### config.mk
export PLATFORM = sky130hd
export DESIGN_NAME = axi4lite_req_arbiter
export DESIGN_NICKNAME = d
export VERILOG_FILES = /design/src/rtl/axi4lite_pkg.sv /design/src/rtl/rr_arbiter.sv /design/src/rtl/axi4lite_req_arbiter.sv
export SDC_FILE = /design/constraint.sdc
export NUM_CORES = 1
export LEC_CHECK = 0
export ABC_AREA = 1
export BUFFER_PORTS_ARGS = -buffer_cell sky130_fd_sc_hd__buf_4
export CELL_PAD_IN_SITES_DETAIL_PLACEMENT = 0
export CELL_PAD_IN_SITES_GLOBAL_PLACEMENT = 1
export CORE_MARGIN = 5
export CORE_UTILIZATION = 31
export CTS_BUF_LIST = sky130_fd_sc_hd__clkbuf_4 sky130_fd_sc_hd__clkbuf_8
export CTS_CLUSTER_DIAMETER = 30
export DETAILED_ROUTE_END_ITERATION = 8
export MAX_ROUTING_LAYER = met4
export PLACE_DENSITY_LB_ADDON = 0.3
export SLEW_MARGIN = 10
export SYNTH_ARGS = -nofsm -noshare
export SYNTH_HDL_FRONTEND = slang
export SYNTH_SLANG_ARGS = --single-unit
### constraint.sdc
create_clock -name aclk -period 2.1 [get_ports aclk]
set_input_delay 0.105 -clock aclk [delete_from_list [all_inputs] [get_ports aclk]]
set_output_delay 0.105 -clock aclk [all_outputs]
set_load 0.005 [all_outputs]
### src/rtl/axi4lite_pkg.sv
// ----------------------------------------------------------------------------
// axi4lite_pkg
// Shared definitions for the AXI4-Lite requester arbiter:
//   - AXI response codes (RESP_*)
//   - arb_state_t: arbiter transaction phase (idle / issue / wait / done)
// ----------------------------------------------------------------------------
package axi4lite_pkg;

    localparam logic [1:0] RESP_OKAY   = 2'b00;
    localparam logic [1:0] RESP_EXOKAY = 2'b01;
    localparam logic [1:0] RESP_SLVERR = 2'b10;
    localparam logic [1:0] RESP_DECERR = 2'b11;

    typedef enum logic [1:0] {
        ST_IDLE  = 2'd0,
        ST_ISSUE = 2'd1,
        ST_WAIT  = 2'd2,
        ST_DONE  = 2'd3
    } arb_state_t;

endpackage

### src/rtl/rr_arbiter.sv
// ----------------------------------------------------------------------------
// rr_arbiter
// Combinational round-robin pick: the first asserted request at or above
// ptr, wrapping around.
//   req       in   NUM_REQ  request vector
//   ptr       in   IDX_W    highest-priority index this cycle
//   grant     out  NUM_REQ  one-hot grant (zero when no request)
//   grant_idx out  IDX_W    index of the granted requester (0 when none)
// ----------------------------------------------------------------------------
module rr_arbiter #(
    parameter int NUM_REQ = 2,
    parameter int IDX_W   = 1
) (
    input  logic [NUM_REQ-1:0] req,
    input  logic [IDX_W-1:0]   ptr,
    output logic [NUM_REQ-1:0] grant,
    output logic [IDX_W-1:0]   grant_idx
);

    // Rotating the doubled vector right by ptr puts requester ptr at bit 0,
    // so a plain lowest-bit search implements the wrap-around priority.
    logic [2*NUM_REQ-1:0] req_dbl;
    logic [NUM_REQ-1:0]   req_rot;
    logic                 found;
    int                   cand;

    assign req_dbl = {req, req} >> ptr;
    assign req_rot = req_dbl[NUM_REQ-1:0];

    always_comb begin
        // NOTE: every output of a combinational block gets a default before
        // any conditional assignment, otherwise a latch is inferred.
        grant     = '0;
        grant_idx = '0;
        found     = 1'b0;
        cand      = 0;
        for (int k = 0; k < NUM_REQ; k++) begin
            if (!found && req_rot[k]) begin
                found = 1'b1;
                cand  = int'(ptr) + k;
                if (cand >= NUM_REQ) begin
                    cand = cand - NUM_REQ;
                end
                grant_idx = IDX_W'(cand);
            end
        end
        if (found) begin
            grant = NUM_REQ'(1) << grant_idx;
        end
    end

endmodule

### src/rtl/axi4lite_req_arbiter.sv
// ----------------------------------------------------------------------------
// axi4lite_req_arbiter
// Shares one AXI4-Lite master engine between NUM_REQ local requesters with
// round-robin arbitration, one outstanding transaction at a time.
//   aclk, aresetn                      clock / async active-low reset
//   req_valid/ready/we/addr/wdata/wstrb per-requester command (packed)
//   rsp_valid/rsp_rdata/rsp_resp       completion pulse to owner + shared data
//   m_cmd_*                            command to the engine (valid/ready)
//   m_rsp_valid/rdata/resp             engine completion pulse
//   err_unexpected                     pulse: engine response while not busy
// ----------------------------------------------------------------------------
module axi4lite_req_arbiter
    import axi4lite_pkg::*;
#(
    parameter int NUM_REQ    = 2,
    parameter int ADDR_WIDTH = 32,
    parameter int DATA_WIDTH = 32
) (
    input  logic                             aclk,
    input  logic                             aresetn,
    input  logic [NUM_REQ-1:0]               req_valid,
    output logic [NUM_REQ-1:0]               req_ready,
    input  logic [NUM_REQ-1:0]               req_we,
    input  logic [NUM_REQ*ADDR_WIDTH-1:0]    req_addr,
    input  logic [NUM_REQ*DATA_WIDTH-1:0]    req_wdata,
    input  logic [NUM_REQ*DATA_WIDTH/8-1:0]  req_wstrb,
    output logic [NUM_REQ-1:0]               rsp_valid,
    output logic [DATA_WIDTH-1:0]            rsp_rdata,
    output logic [1:0]                       rsp_resp,
    output logic                             m_cmd_valid,
    input  logic                             m_cmd_ready,
    output logic                             m_cmd_we,
    output logic [ADDR_WIDTH-1:0]            m_cmd_addr,
    output logic [DATA_WIDTH-1:0]            m_cmd_wdata,
    output logic [DATA_WIDTH/8-1:0]          m_cmd_wstrb,
    input  logic                             m_rsp_valid,
    input  logic [DATA_WIDTH-1:0]            m_rsp_rdata,
    input  logic [1:0]                       m_rsp_resp,
    output logic                             err_unexpected
);

    localparam int IDX_W  = (NUM_REQ > 1) ? $clog2(NUM_REQ) : 1;
    localparam int STRB_W = DATA_WIDTH / 8;

    arb_state_t         state_q, state_d;
    logic [IDX_W-1:0]   ptr_q;
    logic [IDX_W-1:0]   owner_q;
    logic [IDX_W-1:0]   grant_idx;
    logic [NUM_REQ-1:0] grant;
    logic               accept;
    logic               rsp_capture;

    rr_arbiter #(
        .NUM_REQ (NUM_REQ),
        .IDX_W   (IDX_W)
    ) u_rr (
        .req       (req_valid),
        .ptr       (ptr_q),
        .grant     (grant),
        .grant_idx (grant_idx)
    );

    // A grant is always to an asserted request, so any request in IDLE is a
    // handshake.
    assign accept = (state_q == ST_IDLE) && (|req_valid);

    // Response taken in WAIT, or in ISSUE when it coincides with cmd ready.
    assign rsp_capture = m_rsp_valid &&
                         ((state_q == ST_WAIT) ||
                          ((state_q == ST_ISSUE) && m_cmd_ready));

    // ---------------- state register ----------------
    always_ff @(posedge aclk or negedge aresetn) begin
        if (!aresetn) begin
            state_q <= ST_IDLE;
        end else begin
            // NOTE: sequential state uses non-blocking assignment so every
            // register samples pre-edge values regardless of block order.
            state_q <= state_d;
        end
    end

    // ---------------- next-state logic ----------------
    always_comb begin
        state_d = state_q;
        unique case (state_q)
            ST_IDLE:  if (accept) state_d = ST_ISSUE;
            ST_ISSUE: if (m_cmd_ready) state_d = m_rsp_valid ? ST_DONE : ST_WAIT;
            ST_WAIT:  if (m_rsp_valid) state_d = ST_DONE;
            ST_DONE:  state_d = ST_IDLE;
            default:  state_d = ST_IDLE;
        endcase
    end

    // ---------------- datapath registers ----------------
    always_ff @(posedge aclk or negedge aresetn) begin
        if (!aresetn) begin
            // NOTE: the command/response holding registers are reset (they
            // are plain flops, not a memory) so every output reads 0 in reset.
            ptr_q          <= '0;
            owner_q        <= '0;
            m_cmd_we       <= 1'b0;
            m_cmd_addr     <= '0;
            m_cmd_wdata    <= '0;
            m_cmd_wstrb    <= '0;
            rsp_rdata      <= '0;
            rsp_resp       <= RESP_OKAY;
            err_unexpected <= 1'b0;
        end else begin
            err_unexpected <= m_rsp_valid &&
                              ((state_q == ST_IDLE) || (state_q == ST_DONE));

            if (accept) begin
                owner_q    <= grant_idx;
                ptr_q      <= (grant_idx == IDX_W'(NUM_REQ - 1)) ? '0
                                                                 : grant_idx + 1'b1;
                m_cmd_we   <= req_we[grant_idx];
                m_cmd_addr <= req_addr[grant_idx*ADDR_WIDTH +: ADDR_WIDTH];
                if (req_we[grant_idx]) begin
                    m_cmd_wdata <= req_wdata[grant_idx*DATA_WIDTH +: DATA_WIDTH];
                    m_cmd_wstrb <= req_wstrb[grant_idx*STRB_W +: STRB_W];
                end else begin
                    m_cmd_wdata <= '0;
                    m_cmd_wstrb <= '0;
                end
            end

            // Write completions carry no data; keep the shared bus clean.
            if (rsp_capture) begin
                rsp_rdata <= m_cmd_we ? '0 : m_rsp_rdata;
                rsp_resp  <= m_rsp_resp;
            end
        end
    end

    // ---------------- outputs ----------------
    always_comb begin
        req_ready   = '0;
        rsp_valid   = '0;
        m_cmd_valid = 1'b0;
        // req_ready is combinational from req_valid; gating with aresetn keeps
        // it low while reset is asserted.
        if (aresetn && (state_q == ST_IDLE)) begin
            req_ready = grant;
        end
        if (state_q == ST_ISSUE) begin
            m_cmd_valid = 1'b1;
        end
        if (state_q == ST_DONE) begin
            rsp_valid[owner_q] = 1'b1;
        end
    end

endmodule

==> results of run 1 <==
==> cell families (layout without fill, tap and decap cells) <==
kind of cell             count (synthesis)  after routing  share of synthesized area
AO/OA/AOI/OAI                            9              9                     0.0139
adder cells (fa/ha/maj)                  5              5                     0.0124
AND/OR/NAND/NOR                        472            472                      0.386
buffers and inverters                   54            436                     0.0523
flip-flops                             108            108                      0.535
==> registers in the layout, indices dropped and copies added, names as in the netlist <==
signal          flops
state_q             2
owner_q             1
rsp_resp            2
m_cmd_addr         32
m_cmd_we            1
ptr_q               1
err_unexpected      1
m_cmd_wstrb         4
rsp_rdata          32
m_cmd_wdata        32
==> per-stage QoR <==
step	instances	hold WS (ns)	setup WS (ns)	total power, mW	utilization
floorplan	648	-0.191	0.524	5.38	-
global placement	1127	-0.0349	0.462	7.62	0.465
detailed placement	1127	-0.0350	0.429	7.67	0.465
CTS	1246	0.00285	0.117	9.14	0.542
global route	1246	0.0211	0.0155	9.82	0.542
finish	1246	0.0276	0.181	9.02	0.542
==> per-layer routing <==
layer | GRT usage | vias up
li1 | - | 2808
met1 | 0.245 | 2687
met2 | 0.356 | 199
met3 | 0.0475 | 24
met4 | 0.0698 | 0
met5 | - | -
==> cells in the final DEF (no fill, tap or decap) <==
cell type	n
a21oi_4	1
buf_12	2
buf_4	303
clkbuf_4	1
clkbuf_8	9
clkinv_1	1
clkinv_4	1
clkinv_8	1
clkinvlp_4	1
dfrtp_1	108
dlygate4sd3_1	103
ha_1	5
inv_1	10
inv_2	1
inv_6	3
nand2_1	325
nand2_2	1
nand3_1	139
nor2_1	6
nor2_2	1
o21ai_0	6
o21ai_4	1
o21bai_1	1
==> final cells by class <==
class | instances | area, um^2
fillers | 1436 | 7310
repair buffers | 408 | 3350
flip-flops and latches | 108 | 2700
multi-input cells | 486 | 2080
well taps | 216 | 270
clock buffers | 10 | 131
clock inverters | 6 | 58.8
inverters | 12 | 45.0
==> power by group through the flow <==
stage                     logic [mW]  registers, mW  clock network, mW
after global routing            4.90           3.50               1.41
final                           4.36           3.39               1.27
after CTS                       4.42           3.39               1.34
after detailed placement        4.26           3.41                  0
after floorplan                 1.95           3.43                  0
after global placement          4.23           3.40                  0
==> worst max path at each step <==
stage	from	end	slack, ns	cells after the start
after floorplan	state_q[1]	rsp_rdata[10]	0.52	8
after global placement	state_q[1]	m_cmd_addr[16]	0.46	7
after detailed placement	state_q[1]	m_cmd_addr[11]	0.43	7
after CTS	state_q[1]	req_ready[0]	0.12	7
after global routing	state_q[0]	req_ready[0]	0.02	7
final	state_q[0]	req_ready[0]	0.18	7
==> worst max-delay path: cells and delay by family, from the launching register on <==
family / cells / cell delay [ns]
flops: 1 / 0.45
compound gates: 2 / 0.36
fa+ha+maj: 1 / 0.26
simple gates: 1 / 0.09
buf+inv: 3 / 0.28
==> summary.txt, run 1 <==
Synthesis
  • Top cells by area, synth: dfrtp_1 54%, nand2_1 24%, nand3_1 14%
  • Mean Syn Cell Area: 7.79 um^2
  • Synthesized area: 5050 um^2
  • YS warnings: 0
  • Post-synth EDFFs: 0
  • Area leader, netlist: dfrtp_1
  • Top cells by count, synth: 325 x nand2_1, 139 x nand3_1, 108 x dfrtp_1
  • Sequential area share after synthesis: 0.535
  • Share of the synthesized area in the top cell type: 0.535
  • Post-synthesis cell type count: 18
  • Main flop type after synthesis: dfrtp_1
  • Top-count cell post-synth: nand2_1
  • Mapped Cells: 648
  • Synthesis-stage register bit count: 108
  • Ys async rst share: 1.00
  • Synthesized Nets: 831

STA
  • Final setup viols: 0
  • Relative slew slack: 0.718
  • Worst-Margin Slew: 0.424 ns
  • Final Max Slew Viols: 0
  • Peak Freq: 521 MHz
  • Hold Violations, Final: 0
  • Period utilisation layout: 0.914
  • Clock Skew: 0.0150 ns
  • Setup TNS: 0 ns
  • Crit path time final: 1.92 ns
  • RSZ-0062 raised after global routing: false

Floorplan
  • Initial Util: 0.317
  • Core Area: 15,900 um^2
  • Die width: 138 um
  • Die area: 18,900 um^2
  • Row cnt: 46
  • Chip height: 138 um
  • Ports: 287

Worst setup path
  • Worst path slowest cell: dfrtp_1
  • Crit end category: primary output
  • Worst-case reg-to-reg path depth: 7
  • CP Data Required Time: 2.00 ns
  • FF-to-FF Start: state_q[0]
  • Crit start category: flop
  • Most Frequent Cell on Critical Path: inv_1
  • Cell Chain, Critical Path: inv_1 -> ha_1 -> o21ai_4 -> a21oi_4 -> nand2_1 -> inv_1 -> buf_4
  • CP arrival: 1.81 ns
  • Reg2reg end: m_cmd_addr[19]
  • CP max FO: 8
  • R2r setup slk: 0.39 ns
  • Slowest stage delay, CP: 0.45 ns
  • Crit path kind: reg2out

Power and ir drop
  • Clk network pwr share: 0.141
  • Sequential fraction of design power: 0.376
  • Worst VDD drop: 505 uV
  • Pwr dens: 1040 nW/um^2
  • Int Power: 5.48 mW
  • P_leak: 4.74 nW
  • Combinational share of power: 0.483
  • Switching share of power: 0.392
  • Net Switching: 3.54 mW

Clock tree
  • Worst-path clk slew: 0.11 ns
  • CTS tree: yes
  • CTS max path bufs: 2
  • Root buffer cell: clkbuf_8
  • CTS Sinks: 108
  • CTS resizes: 0
  • Hold Buf Count CTS: 103
  • Postcts setup bufs: 0
  • Num CTS Buffers: 9
  • H-tree depth: 3
  • Insertion delay to the later sink of the worst-skew pair: 0.39 ns

Run status
  • Outcome: completed

Final layout
  • Layout cells sized above 1: 0.317
  • Final Instance Area: 8640 um^2
  • Syn-to-layout area delta: 71.1%
  • Fin nets: 1,208
  • Antenna diodes: 0

Drt
  • DR iter-0 viols: 279
  • ANT nets after route: 0
  • Residual DRC count: 0
  • Iteration count of the initial detailed-routing pass: 6
  • Met3 wire len: 1400 um
  • Mean number of vias per cell: 4.59
  • Highest routed layer: met4
  • Post-Route WL: 19,200 um
  • Wire per inst: 15.4 um
  • Wl on met1: 7830 um
  • Routed met2 length: 9620 um
  • Vias post-DR: 5,718

Global route
  • Total gr overflow: 0
  • Largest net degree at the start of global routing: 77
  • Vias in the first global route: 5,994
  • GRT Resource Usage Total: 0.210
  • Initial antenna violation count: 0
  • First-pass GRT wire length: 30,200 um

Hold path
  • Worst Min Path Start: req_wdata[8]
  • Hold depth: 5
  • Hold Crit Endpoint: m_cmd_wdata[8]
  • HP Class: in2reg

Flow run
  • Max-cap violations: 0

Placed design
  • DP Area: 7420 um^2
  • Port bufs: 286
  • DP Wirelength: 13,400 um
  • GP Congestion: 0.761
Power figures use the tool's default switching activity.
==> run 2, diff against run 1 <==
--- a/config.mk
+++ b/config.mk
@@ -14,7 +14,6 @@
 export CTS_BUF_LIST = sky130_fd_sc_hd__clkbuf_4 sky130_fd_sc_hd__clkbuf_8
 export CTS_CLUSTER_DIAMETER = 30
 export DETAILED_ROUTE_END_ITERATION = 8
-export MAX_ROUTING_LAYER = met4
 export PLACE_DENSITY_LB_ADDON = 0.3
 export SLEW_MARGIN = 10
 export SYNTH_ARGS = -nofsm -noshare
==> summary.txt, run 2 (synthesis gave the netlist of run 1 again) <==
Worst setup path
  • CP Buf/Inv Count: 3 (unchanged)
  • CP max FO: 8 (unchanged)
  • CP Launch Point: state_q[0]
  • Reg2reg end: m_cmd_addr[19]
  • Crit. path cell count: 7 (unchanged)
  • Slowest stage delay, CP: 0.45 ns (about the same)
  • Top delay family on crit path: flip-flops
  • Worst path slowest cell: dfrtp_1
  • CP Data Required Time: 2.00 ns (about the same)
  • R2r setup slk: 0.39 ns (about the same)
  • CP arrival: 1.81 ns (about the same)
  • Crit start category: flop
  • Worst-case reg-to-reg path depth: 7 (unchanged)
  • Most Frequent Cell on Critical Path: inv_1
  • FF-to-FF Start: state_q[0]
  • Critical Path End: req_ready[0]
  • Cell Chain, Critical Path: inv_1 -> ha_1 -> o21ai_4 -> a21oi_4 -> nand2_1 -> inv_1 -> buf_4
  • Crit end category: primary output
  • Crit path kind: reg2out

Drt
  • ANT nets after route: 0 (unchanged)
  • Vias post-DR: 5,727 (+0.16%)
  • DR iter-0 viols: 245 (-12%)
  • Iteration count of the initial detailed-routing pass: 6 (unchanged)
  • Post-Route WL: 19,200 um (about the same)
  • Wire per inst: 15.4 um (about the same)
  • Mean number of vias per cell: 4.60 (+0.16%)
  • Residual DRC count: 0 (unchanged)

Final layout
  • FF/Latch Area: 2700 um^2 (unchanged)
  • Top flop regs: m_cmd_addr (32), m_cmd_wdata (32), rsp_rdata (32)
  • Commonest non-fill, non-tap cell in the layout: nand2_1
  • Antenna diodes: 0 (unchanged)
  • Final cell count without fillers: 1,246 (unchanged)
  • Most frequent cells in the layout: 325 x nand2_1, 303 x buf_4, 139 x nand3_1
  • Area of the multi-input gates: 2080 um^2 (unchanged)
  • Syn-to-layout area delta: 71.1% (unchanged)
  • FILL cells: 1,436 (unchanged)
  • Fin nets: 1,208 (unchanged)
  • Layout cells sized above 1: 0.317 (unchanged)
  • Final Core Density: 0.542 (unchanged)

Global route
  • Largest net degree at the start of global routing: 77 (unchanged)
  • Vias in the first global route: 6,005 (+0.18%)
  • Total gr overflow: 0 (unchanged)
  • Initial antenna violation count: 0 (unchanged)
  • GRT Resource Usage Total: 0.203 (-0.00630)
  • First-pass GRT wire length: 30,200 um (about the same)

Floorplan
  • Initial Util: 0.317 (unchanged)
  • Chip height: 138 um (unchanged)
  • Die area: 18,900 um^2 (unchanged)
  • Row cnt: 46 (unchanged)
  • Die width: 138 um (unchanged)
  • Core Area: 15,900 um^2 (unchanged)
  • Ports: 287 (unchanged)

STA
  • Final Max Slew Viols: 0 (unchanged)
  • Hold Violations, Final: 0 (unchanged)
  • Setup TNS: 0 ns (unchanged)
  • Worst-Margin Slew: 0.427 ns (+0.00340 ns)
  • Relative slew slack: 0.715 (-0.00227)
  • Peak Freq: 521 MHz (unchanged)
  • Crit path time final: 1.92 ns (unchanged)
  • RSZ-0062 raised after global routing: false
  • Clock Skew: 0.0137 ns (-0.00128 ns)
  • Final setup viols: 0 (unchanged)
  • Period utilisation layout: 0.914 (unchanged)

Hold path
  • HP Class: in2reg

Flow run
  • Max-cap violations: 0 (unchanged)

Power and ir drop
  • P_leak: 4.74 nW (unchanged)
  • Pwr dens: 1040 nW/um^2 (about the same)
  • Worst VDD drop: 509 uV (+0.74%)

Placed design
  • GP Congestion: 0.752 (-1.3%)
  • Port bufs: 286 (unchanged)
  • DP Wirelength: 13,400 um (unchanged)
  • Placed insts: 1,127 (unchanged)

Run status
  • Outcome: completed

Clock tree
  • Insertion delay to the later sink of the worst-skew pair: 0.39 ns (about the same)
  • CTS tree: yes
  • Postcts setup bufs: 0 (unchanged)
  • CTS Sinks: 108 (unchanged)
  • H-tree depth: 3 (unchanged)
  • Root buffer cell: clkbuf_8
  • Worst-path clk slew: 0.11 ns (about the same)
  • Num CTS Buffers: 9 (unchanged)
  • CTS max path bufs: 2 (unchanged)
-- run 2: cell counts in the layout (fill, tap and decap cells not counted) --
No cell type changed its count.
-- run 2: area by class of cell --
| type | count | share of cell area |
|---|---|---|
| Clock buffer | 10 | 0.0152 |
| Tap cell | 216 | 0.0313 |
| Inverter | 12 | 0.00522 |
| Timing Repair Buffer | 408 | 0.387 |
| Sequential cell | 108 | 0.313 |
| Clock inverter | 6 | 0.00681 |
| Multi-Input combinational cell | 486 | 0.241 |
-- run 2: worst register-to-register path: cells and delay by family (launching register included) --
family                   cells  cell delay (ns)
AND/OR/NAND/NOR              2             0.19
buffers and inverters        2             0.39
flip-flops                   1             0.45
adder cells (fa/ha/maj)      1             0.26
AO/OA/AOI/OAI                2             0.36
-- run 2: power breakdown --
group / internal, mW / switching (mW)
sequential: 2.91 / 0.480
combinational: 2.10 / 2.25
clock: 0.471 / 0.804
-- run 2: timing repair --
action / 4_1_cts / 5_1_grt
resized for setup: 0 / 0
hold buffers: 103 / 0
hold endpoints to repair: 178 / 0
-- run 2: stage by stage --
step / setup WS (ns) / power [mW] / area, um^2 / hold slack (ns)
4_1_cts: 0.117 / 9.14 / 8640 / 0.00285
3_3_place_gp: 0.462 / 7.62 / 7420 / -0.0349
3_5_place_dp: 0.429 / 7.67 / 7420 / -0.0350
2_1_floorplan: 0.524 / 5.38 / 5050 / -0.191
6_report: 0.181 / 9.02 / 8640 / 0.0277
5_1_grt: 0.0155 / 9.82 / 8640 / 0.0227
-- run 2: layer usage --
layer / global-route usage / share of wire / vias up / wire length [um]
met5: 0 / 0 / - / 0
met4: 0.0698 / 0.021 / 0 / 399
met3: 0.0555 / 0.084 / 25 / 1620
met2: 0.357 / 0.50 / 215 / 9630
met1: 0.238 / 0.39 / 2682 / 7590
li1: - / - / 2805 / -
-- run 2: worst min path at each step --
stage,cells after the start,start,endpoint
4_1_cts,5,req_wdata[8],m_cmd_wdata[8]
3_3_place_gp,1,aresetn,m_cmd_addr[23]
3_5_place_dp,1,aresetn,m_cmd_addr[23]
6_report,5,req_wdata[8],m_cmd_wdata[8]
2_1_floorplan,0,aresetn,err_unexpected
5_1_grt,5,req_wdata[14],m_cmd_wdata[14]
